`config.mk`:
```
export PLATFORM = sky130hd
export DESIGN_NAME = mem_arbiter
export DESIGN_NICKNAME = d
export VERILOG_FILES = /design/src/rtl/mem_arbiter_pkg.sv /design/src/rtl/mem_rr_arb.sv /design/src/rtl/mem_arbiter.sv
export SDC_FILE = /design/constraint.sdc
export NUM_CORES = 1
export LEC_CHECK = 0
export ABC_CLOCK_PERIOD_IN_PS = 3600
export BUFFER_PORTS_ARGS = -buffer_cell sky130_fd_sc_hd__buf_2
export CORE_MARGIN = 3
export CORE_UTILIZATION = 55
export CTS_CLUSTER_DIAMETER = 120
export CTS_CLUSTER_SIZE = 24
export DETAILED_ROUTE_END_ITERATION = 12
export GPL_TIMING_DRIVEN = 0
export PLACE_DENSITY = 0.81
export SLEW_MARGIN = 15
export SYNTH_ARGS = -nofsm -noshare
export SYNTH_HDL_FRONTEND = slang
export SYNTH_SLANG_ARGS = --single-unit
export TNS_END_PERCENT = 50
```
`constraint.sdc`:
```
create_clock -name clk -period 3.6 [get_ports clk]
set_clock_uncertainty 0.1 [all_clocks]
set_input_delay 0.72 -clock clk [delete_from_list [all_inputs] [get_ports clk]]
set_output_delay 0.72 -clock clk [all_outputs]
set_load 0.02 [all_outputs]
```
`src/rtl/mem_arbiter_pkg.sv`:
```
// Shared types and helpers for the byte-serial RAM port arbiter.
package mem_arbiter_pkg;

  typedef enum logic [2:0] {
    S_IDLE,
    S_IC_READ,
    S_LS_READ,
    S_LS_WRITE,
    S_DONE
  } state_t;

  typedef enum logic {
    GNT_IC = 1'b0,
    GNT_LS = 1'b1
  } grant_t;

  localparam logic [1:0] SIZE_B = 2'b00;
  localparam logic [1:0] SIZE_H = 2'b01;
  localparam logic [1:0] SIZE_W = 2'b10;

  // UART and other memory-mapped I/O live where addr[17:16] == 2'b11.
  function automatic logic is_io(input logic [31:0] addr);
    return (addr & 32'h0003_0000) == 32'h0003_0000;
  endfunction

  function automatic logic [4:0] size_bytes(input logic [1:0] size);
    case (size)
      SIZE_B:  return 5'd1;
      SIZE_H:  return 5'd2;
      SIZE_W:  return 5'd4;
      default: return 5'd4;
    endcase
  endfunction

endpackage

```
`src/rtl/mem_rr_arb.sv`:
```
// Two-way round-robin pick between icache and LSB; combinational, no backpressure of its own.
module mem_rr_arb (
  input  logic ic_valid,
  input  logic ls_valid,
  input  logic last_grant,
  output logic grant_valid,
  output logic grant
);

  // grant/last_grant: 0 = icache, 1 = LSB; on contention favour whoever did not win last.
  always_comb begin
    grant_valid = ic_valid | ls_valid;
    grant       = ls_valid & (~ic_valid | ~last_grant);
  end

endmodule

```
`src/rtl/mem_arbiter.sv`:
```
// Owns the byte-wide RAM port: grants icache/LSB round-robin, then moves one byte per cycle.
// Reads respond N+1 edges after grant, writes N edges; I/O writes stall while io_buffer_full.
module mem_arbiter
  import mem_arbiter_pkg::*;
#(
  parameter int IC_LINE_BYTES = 4
) (
  input  logic                       clk,
  input  logic                       rst,
  input  logic                       rdy,
  input  logic                       rollback,
  input  logic                       ic_req_valid,
  input  logic [31:0]                ic_req_addr,
  output logic                       ic_resp_valid,
  output logic [8*IC_LINE_BYTES-1:0] ic_resp_data,
  input  logic                       ls_req_valid,
  input  logic                       ls_req_wr,
  input  logic [1:0]                 ls_req_size,
  input  logic [31:0]                ls_req_addr,
  input  logic [31:0]                ls_req_wdata,
  output logic                       ls_resp_valid,
  output logic [31:0]                ls_resp_rdata,
  input  logic [7:0]                 mem_din,
  output logic [7:0]                 mem_dout,
  output logic [31:0]                mem_a,
  output logic                       mem_wr,
  input  logic                       io_buffer_full
);

  localparam int BUF_BYTES = (IC_LINE_BYTES > 4) ? IC_LINE_BYTES : 4;
  localparam int IC_W      = 8 * IC_LINE_BYTES;
  localparam logic [4:0] IC_N = 5'(IC_LINE_BYTES);

  state_t                 state_q, state_d;
  grant_t                 last_q, last_d;
  logic [4:0]             cnt_q, cnt_d;
  logic [4:0]             n_q, n_d;
  logic [31:0]            base_q, base_d;
  logic [31:0]            wdata_q, wdata_d;
  logic [8*BUF_BYTES-1:0] buf_q, buf_d;
  logic [31:0]            mem_a_q, mem_a_d;
  logic [7:0]             mem_dout_q, mem_dout_d;
  logic                   mem_wr_q, mem_wr_d;
  logic                   ic_resp_valid_q, ic_resp_valid_d;
  logic [IC_W-1:0]        ic_resp_data_q, ic_resp_data_d;
  logic                   ls_resp_valid_q, ls_resp_valid_d;
  logic [31:0]            ls_resp_rdata_q, ls_resp_rdata_d;

  logic        gnt_vld;
  logic        gnt_ls;
  logic [31:0] req_addr;
  logic [4:0]  cnt_inc;
  logic [4:0]  cap_idx;
  logic [31:0] nxt_addr;

  mem_rr_arb u_rr_arb (
    .ic_valid    (ic_req_valid),
    .ls_valid    (ls_req_valid),
    .last_grant  (last_q == GNT_LS),
    .grant_valid (gnt_vld),
    .grant       (gnt_ls)
  );

  assign req_addr = gnt_ls ? ls_req_addr : ic_req_addr;
  assign cnt_inc  = cnt_q + 5'd1;
  assign cap_idx  = cnt_q - 5'd1;
  assign nxt_addr = base_q + {27'd0, cnt_inc};

  always_ff @(posedge clk) begin
    if (rst) begin
      state_q         <= S_IDLE;
      last_q          <= GNT_IC;
      cnt_q           <= '0;
      n_q             <= '0;
      base_q          <= '0;
      wdata_q         <= '0;
      buf_q           <= '0;
      mem_a_q         <= '0;
      mem_dout_q      <= '0;
      mem_wr_q        <= 1'b0;
      ic_resp_valid_q <= 1'b0;
      ic_resp_data_q  <= '0;
      ls_resp_valid_q <= 1'b0;
      ls_resp_rdata_q <= '0;
    end else if (rdy) begin
      state_q         <= state_d;
      last_q          <= last_d;
      cnt_q           <= cnt_d;
      n_q             <= n_d;
      base_q          <= base_d;
      wdata_q         <= wdata_d;
      buf_q           <= buf_d;
      mem_a_q         <= mem_a_d;
      mem_dout_q      <= mem_dout_d;
      mem_wr_q        <= mem_wr_d;
      ic_resp_valid_q <= ic_resp_valid_d;
      ic_resp_data_q  <= ic_resp_data_d;
      ls_resp_valid_q <= ls_resp_valid_d;
      ls_resp_rdata_q <= ls_resp_rdata_d;
    end
  end

  always_comb begin
    state_d         = state_q;
    last_d          = last_q;
    cnt_d           = cnt_q;
    n_d             = n_q;
    base_d          = base_q;
    wdata_d         = wdata_q;
    buf_d           = buf_q;
    mem_a_d         = mem_a_q;
    mem_dout_d      = mem_dout_q;
    mem_wr_d        = mem_wr_q;
    ic_resp_valid_d = 1'b0;
    ic_resp_data_d  = ic_resp_data_q;
    ls_resp_valid_d = 1'b0;
    ls_resp_rdata_d = ls_resp_rdata_q;

    case (state_q)
      S_IDLE: begin
        if (!rollback && gnt_vld) begin
          cnt_d   = '0;
          base_d  = req_addr;
          buf_d   = '0;
          mem_a_d = req_addr;
          if (gnt_ls) begin
            last_d  = GNT_LS;
            n_d     = size_bytes(ls_req_size);
            wdata_d = ls_req_wdata;
            if (ls_req_wr) begin
              state_d    = S_LS_WRITE;
              mem_dout_d = ls_req_wdata[7:0];
              mem_wr_d   = !(is_io(req_addr) && io_buffer_full);
            end else begin
              state_d = S_LS_READ;
            end
          end else begin
            last_d  = GNT_IC;
            n_d     = IC_N;
            state_d = S_IC_READ;
          end
        end
      end

      S_IC_READ, S_LS_READ: begin
        if (rollback) begin
          state_d = S_IDLE;
          cnt_d   = '0;
          mem_a_d = '0;
        end else begin
          // mem_din lags the address by one cycle, so cnt_q==k captures byte k-1.
          if (cnt_q != 5'd0) begin
            buf_d[{cap_idx, 3'b000} +: 8] = mem_din;
          end
          if (cnt_q == n_q) begin
            state_d = S_DONE;
            cnt_d   = '0;
            mem_a_d = '0;
            if (state_q == S_IC_READ) begin
              ic_resp_valid_d = 1'b1;
              ic_resp_data_d  = buf_d[IC_W-1:0];
            end else begin
              ls_resp_valid_d = 1'b1;
              ls_resp_rdata_d = buf_d[31:0];
            end
          end else begin
            cnt_d   = cnt_inc;
            mem_a_d = (cnt_inc < n_q) ? nxt_addr : '0;
          end
        end
      end

      S_LS_WRITE: begin
        // mem_wr low here means the current byte is stalled behind a full I/O buffer.
        if (!mem_wr_q) begin
          mem_wr_d = !(is_io(mem_a_q) && io_buffer_full);
        end else if (cnt_inc < n_q) begin
          cnt_d      = cnt_inc;
          mem_a_d    = nxt_addr;
          mem_dout_d = wdata_q[{cnt_inc[1:0], 3'b000} +: 8];
          mem_wr_d   = !(is_io(nxt_addr) && io_buffer_full);
        end else begin
          state_d         = S_DONE;
          cnt_d           = '0;
          mem_a_d         = '0;
          mem_dout_d      = '0;
          mem_wr_d        = 1'b0;
          ls_resp_valid_d = 1'b1;
        end
      end

      S_DONE: begin
        state_d = S_IDLE;
      end

      default: begin
        state_d = S_IDLE;
      end
    endcase
  end

  assign mem_a         = mem_a_q;
  assign mem_dout      = mem_dout_q;
  assign mem_wr        = mem_wr_q;
  assign ic_resp_valid = ic_resp_valid_q;
  assign ic_resp_data  = ic_resp_data_q;
  assign ls_resp_valid = ls_resp_valid_q;
  assign ls_resp_rdata = ls_resp_rdata_q;

endmodule

```
==> impl_metrics.py <==
metrics = {
    "outcome": {
        "status": "finished clean",
    },
    "drt": {
        "vias_per_cell": 6.14,
        "wl_met1_um": 13600,
        "drt-initial-drc-count": 1143,
        "drcViolationCount": 0,
        "wl_um": 32400,
        "ant_nets": 0,
        "wl_per_cell_um": 19.4,
        "dr.pass1.iters": 6,
        "route.met2.wl_um": 15100,
        "top_layer": "met4",
        "wl_met3_um": 2930,
        "vias": 10200,
    },
    "placed_design": {
        "dp_hpwl_um": 24500,
        "place.gp.congestion": 0.975,
        "dpl_cell_area_mm2": 0.0116,
        "portBuffers": 219,
    },
    "cells_and_area": {
        "fillers": 1576,
        "nets": 1561,
        "final_area_mm2": 0.0120,
        "drive_gt1_frac": 0.205,
        "syn_to_final_growth_pct": 17.0,
    },
    "sta": {
        "max_clock_freq_ghz": 0.293,
        "min_period_over_period": 0.949,
        "slew_viol_final": 0,
        "setup_viol": 0,
        "fin_tns_setup_ps": 0,
        "slew-limit-headroom": 0.335,
        "period_needed_ps": 3420,
        "worstMarginPinSlew_ps": 994,
        "rsz0062_at_grt": "no",
        "hold_violations": 0,
    },
    "logic_synthesis": {
        "yosys.area.top_type_share": 0.420,
        "yosysTopAreaCell": "dfxtp_1",
        "syn_nets": 1328,
        "ys.warnings.count": 0,
        "yosysMostFrequentCell": "dfxtp_1",
        "ys_ff_latch": 215,
        "synth_ff_type": "dfxtp_1",
        "synthArstFlopShare": 0,
        "yosysSeqAreaShare": 0.420,
        "synthCells": 1201,
        "yosys-top-cells-count": "dfxtp_1 (215), nor2_1 (137), nand2_1 (111)",
        "synth_enable_flop_cells": 0,
        "synth_area_mm2": 0.0102,
        "synth.area.top_cells": "dfxtp_1 (42%), a21oi_1 (5.0%), nor2_1 (5.0%)",
        "synth.distinct_cells": 72,
        "syn_area_per_cell_um2": 8.53,
    },
    "pwr": {
        "cellPowerDensity_mw_per_mm2": 392,
        "finalPower_mw": 4.70,
        "irDropWorstVdd_mv": 0.278,
        "p_leak_nw": 4.71,
    },
    "floorplanning": {
        "core_area_mm2": 0.0181,
        "start_util": 0.565,
        "io_pins": 221,
        "die_height_um": 143,
        "rows": 49,
        "die_area_mm2": 0.0203,
        "die_w_um": 143,
    },
    "setup_path": {
        "crit_path_end_kind": "register",
        "worstSetupStartpointType": "register",
        "crit_path_max_fanout": 10,
        "path_class": "reg -> reg",
        "critPathRequiredTime_ps": 3900,
        "worstPathArrival_ps": 3710,
    },
    "clock_tree": {
        "tritoncts": "yes",
        "cts-root-buf": "clkbuf_16",
        "ctsLongestPathBuffers": 3,
        "htreeDepth": 1,
        "path_clk_slew_ps": 100,
        "cts_sinks": 215,
        "clk_latency_ps": 480,
        "cts_buffers": 12,
        "ctsHoldBuffers": 0,
    },
    "global_route": {
        "grt_use_total": 0.303,
        "antenna_found_initial": 2,
        "grt_max_degree": 25,
        "grt_pass1_vias": 9514,
        "grt_pass1_wl_um": 50200,
        "overflow": 0,
    },
    "worst_hold_path": {
        "hp-class": "reg -> reg",
    },
    "run": {
        "drv_cap": 0,
    },
}
==> repair_timing <==
item,CTS,global route
endpoints found under the hold margin,0,0
setup buffers,0,0
gates resized for setup,2,7
gates cloned,0,0
endpoints found under the setup margin,18,50
==> registers in the layout (all words and copies together) (netlist names), 3 cells and up <==
register	count
base_q	32
mem_dout	8
wdata_q	32
state_q	3
n_q	3
ls_resp_rdata	32
cnt_q	5
ic_resp_data	32
buf_q	32
mem_a	32
==> final timing paths <==
kind	to	slack, ps	start	cells past startpoint
max	mem_a[26]	180	cnt_q[0]	11
min reg2reg	wdata_q[14]	360	wdata_q[14]	2
min	wdata_q[14]	360	wdata_q[14]	2
max reg2reg	mem_a[26]	180	cnt_q[0]	11
==> area by class of cell <==
cell class	instances	area, µm²	share of cell area
diodes	2	5.00	0.000417
plain buffers	98	417	0.0348
clock buffers	14	329	0.0275
inverters	27	101	0.00845
multi-input cells	861	5450	0.455
flip-flops and latches	215	4300	0.359
well taps	229	287	0.0239
repair buffers	219	1100	0.0914
==> where the power goes <==
group | switching, mW | internal (mW)
Sequential | 0.0746 | 2.49
Clock | 0.774 | 0.652
Combinational | 0.464 | 0.250
==> metrics by stage <==
| stage | setup slack, ps | hold slack (ps) | cells | util |
|---|---|---|---|---|
| floorplan | 674 | 324 | 1201 | - |
| global placement | -106 | 334 | 1649 | 0.641 |
| detailed placement | -93.8 | 346 | 1649 | 0.641 |
| CTS | 93.2 | 360 | 1663 | 0.659 |
| global route | 50.5 | 373 | 1665 | 0.661 |
| finish | 185 | 362 | 1665 | 0.661 |
==> layout by cell type (no fill, tap or decap), types with 4 or more instances in the layout <==
cell       instances
and3_1             5
nand4_1            5
xnor2_1           18
ha_1              12
inv_1             26
nand2b_1           4
xor2_1            20
a21oi_1          103
a31oi_1           14
a22o_1             7
or4_1              4
buf_1              6
and2_1             8
o21ai_1           12
buf_2            240
nor3_1            12
mux4_2             8
mux2i_1           40
nor4_1             4
or3_1              4
a221o_1           21
dfxtp_1          215
o211ai_1           4
clkbuf_16         13
nor2_1           136
o21ai_0           95
a311oi_1          36
clkbuf_1          65
nor3b_1            4
a221oi_1           9
a211oi_1          60
nand2_1          111
nand3_1           45
==> metal layers <==
layer | track usage | vias to the layer above
met5 | 0 | -
met3 | 0.0477 | 59
li1 | - | 4835
met4 | 0.0705 | 0
met1 | 0.419 | 4830
met2 | 0.502 | 503
==> worst max-delay path, stage by stage (launching register included) <==
cell	delay, ps
dfxtp_1	420
buf_6	170
inv_1	160
ha_1	450
ha_1	300
nor2b_1	130
o21a_1	170
or4_1	500
nor3b_4	360
buf_2	310
a21oi_1	90
a21oi_1	160
==> cell families after synthesis <==
logic type	Yosys count	synth area share
xor+xnor	40	0.0367
compound gates	397	0.254
mux	48	0.0566
simple gates	362	0.165
buf+inv	125	0.0502
flops	215	0.420
fa+ha+maj	14	0.0176
(Power assumes the default switching activity.)
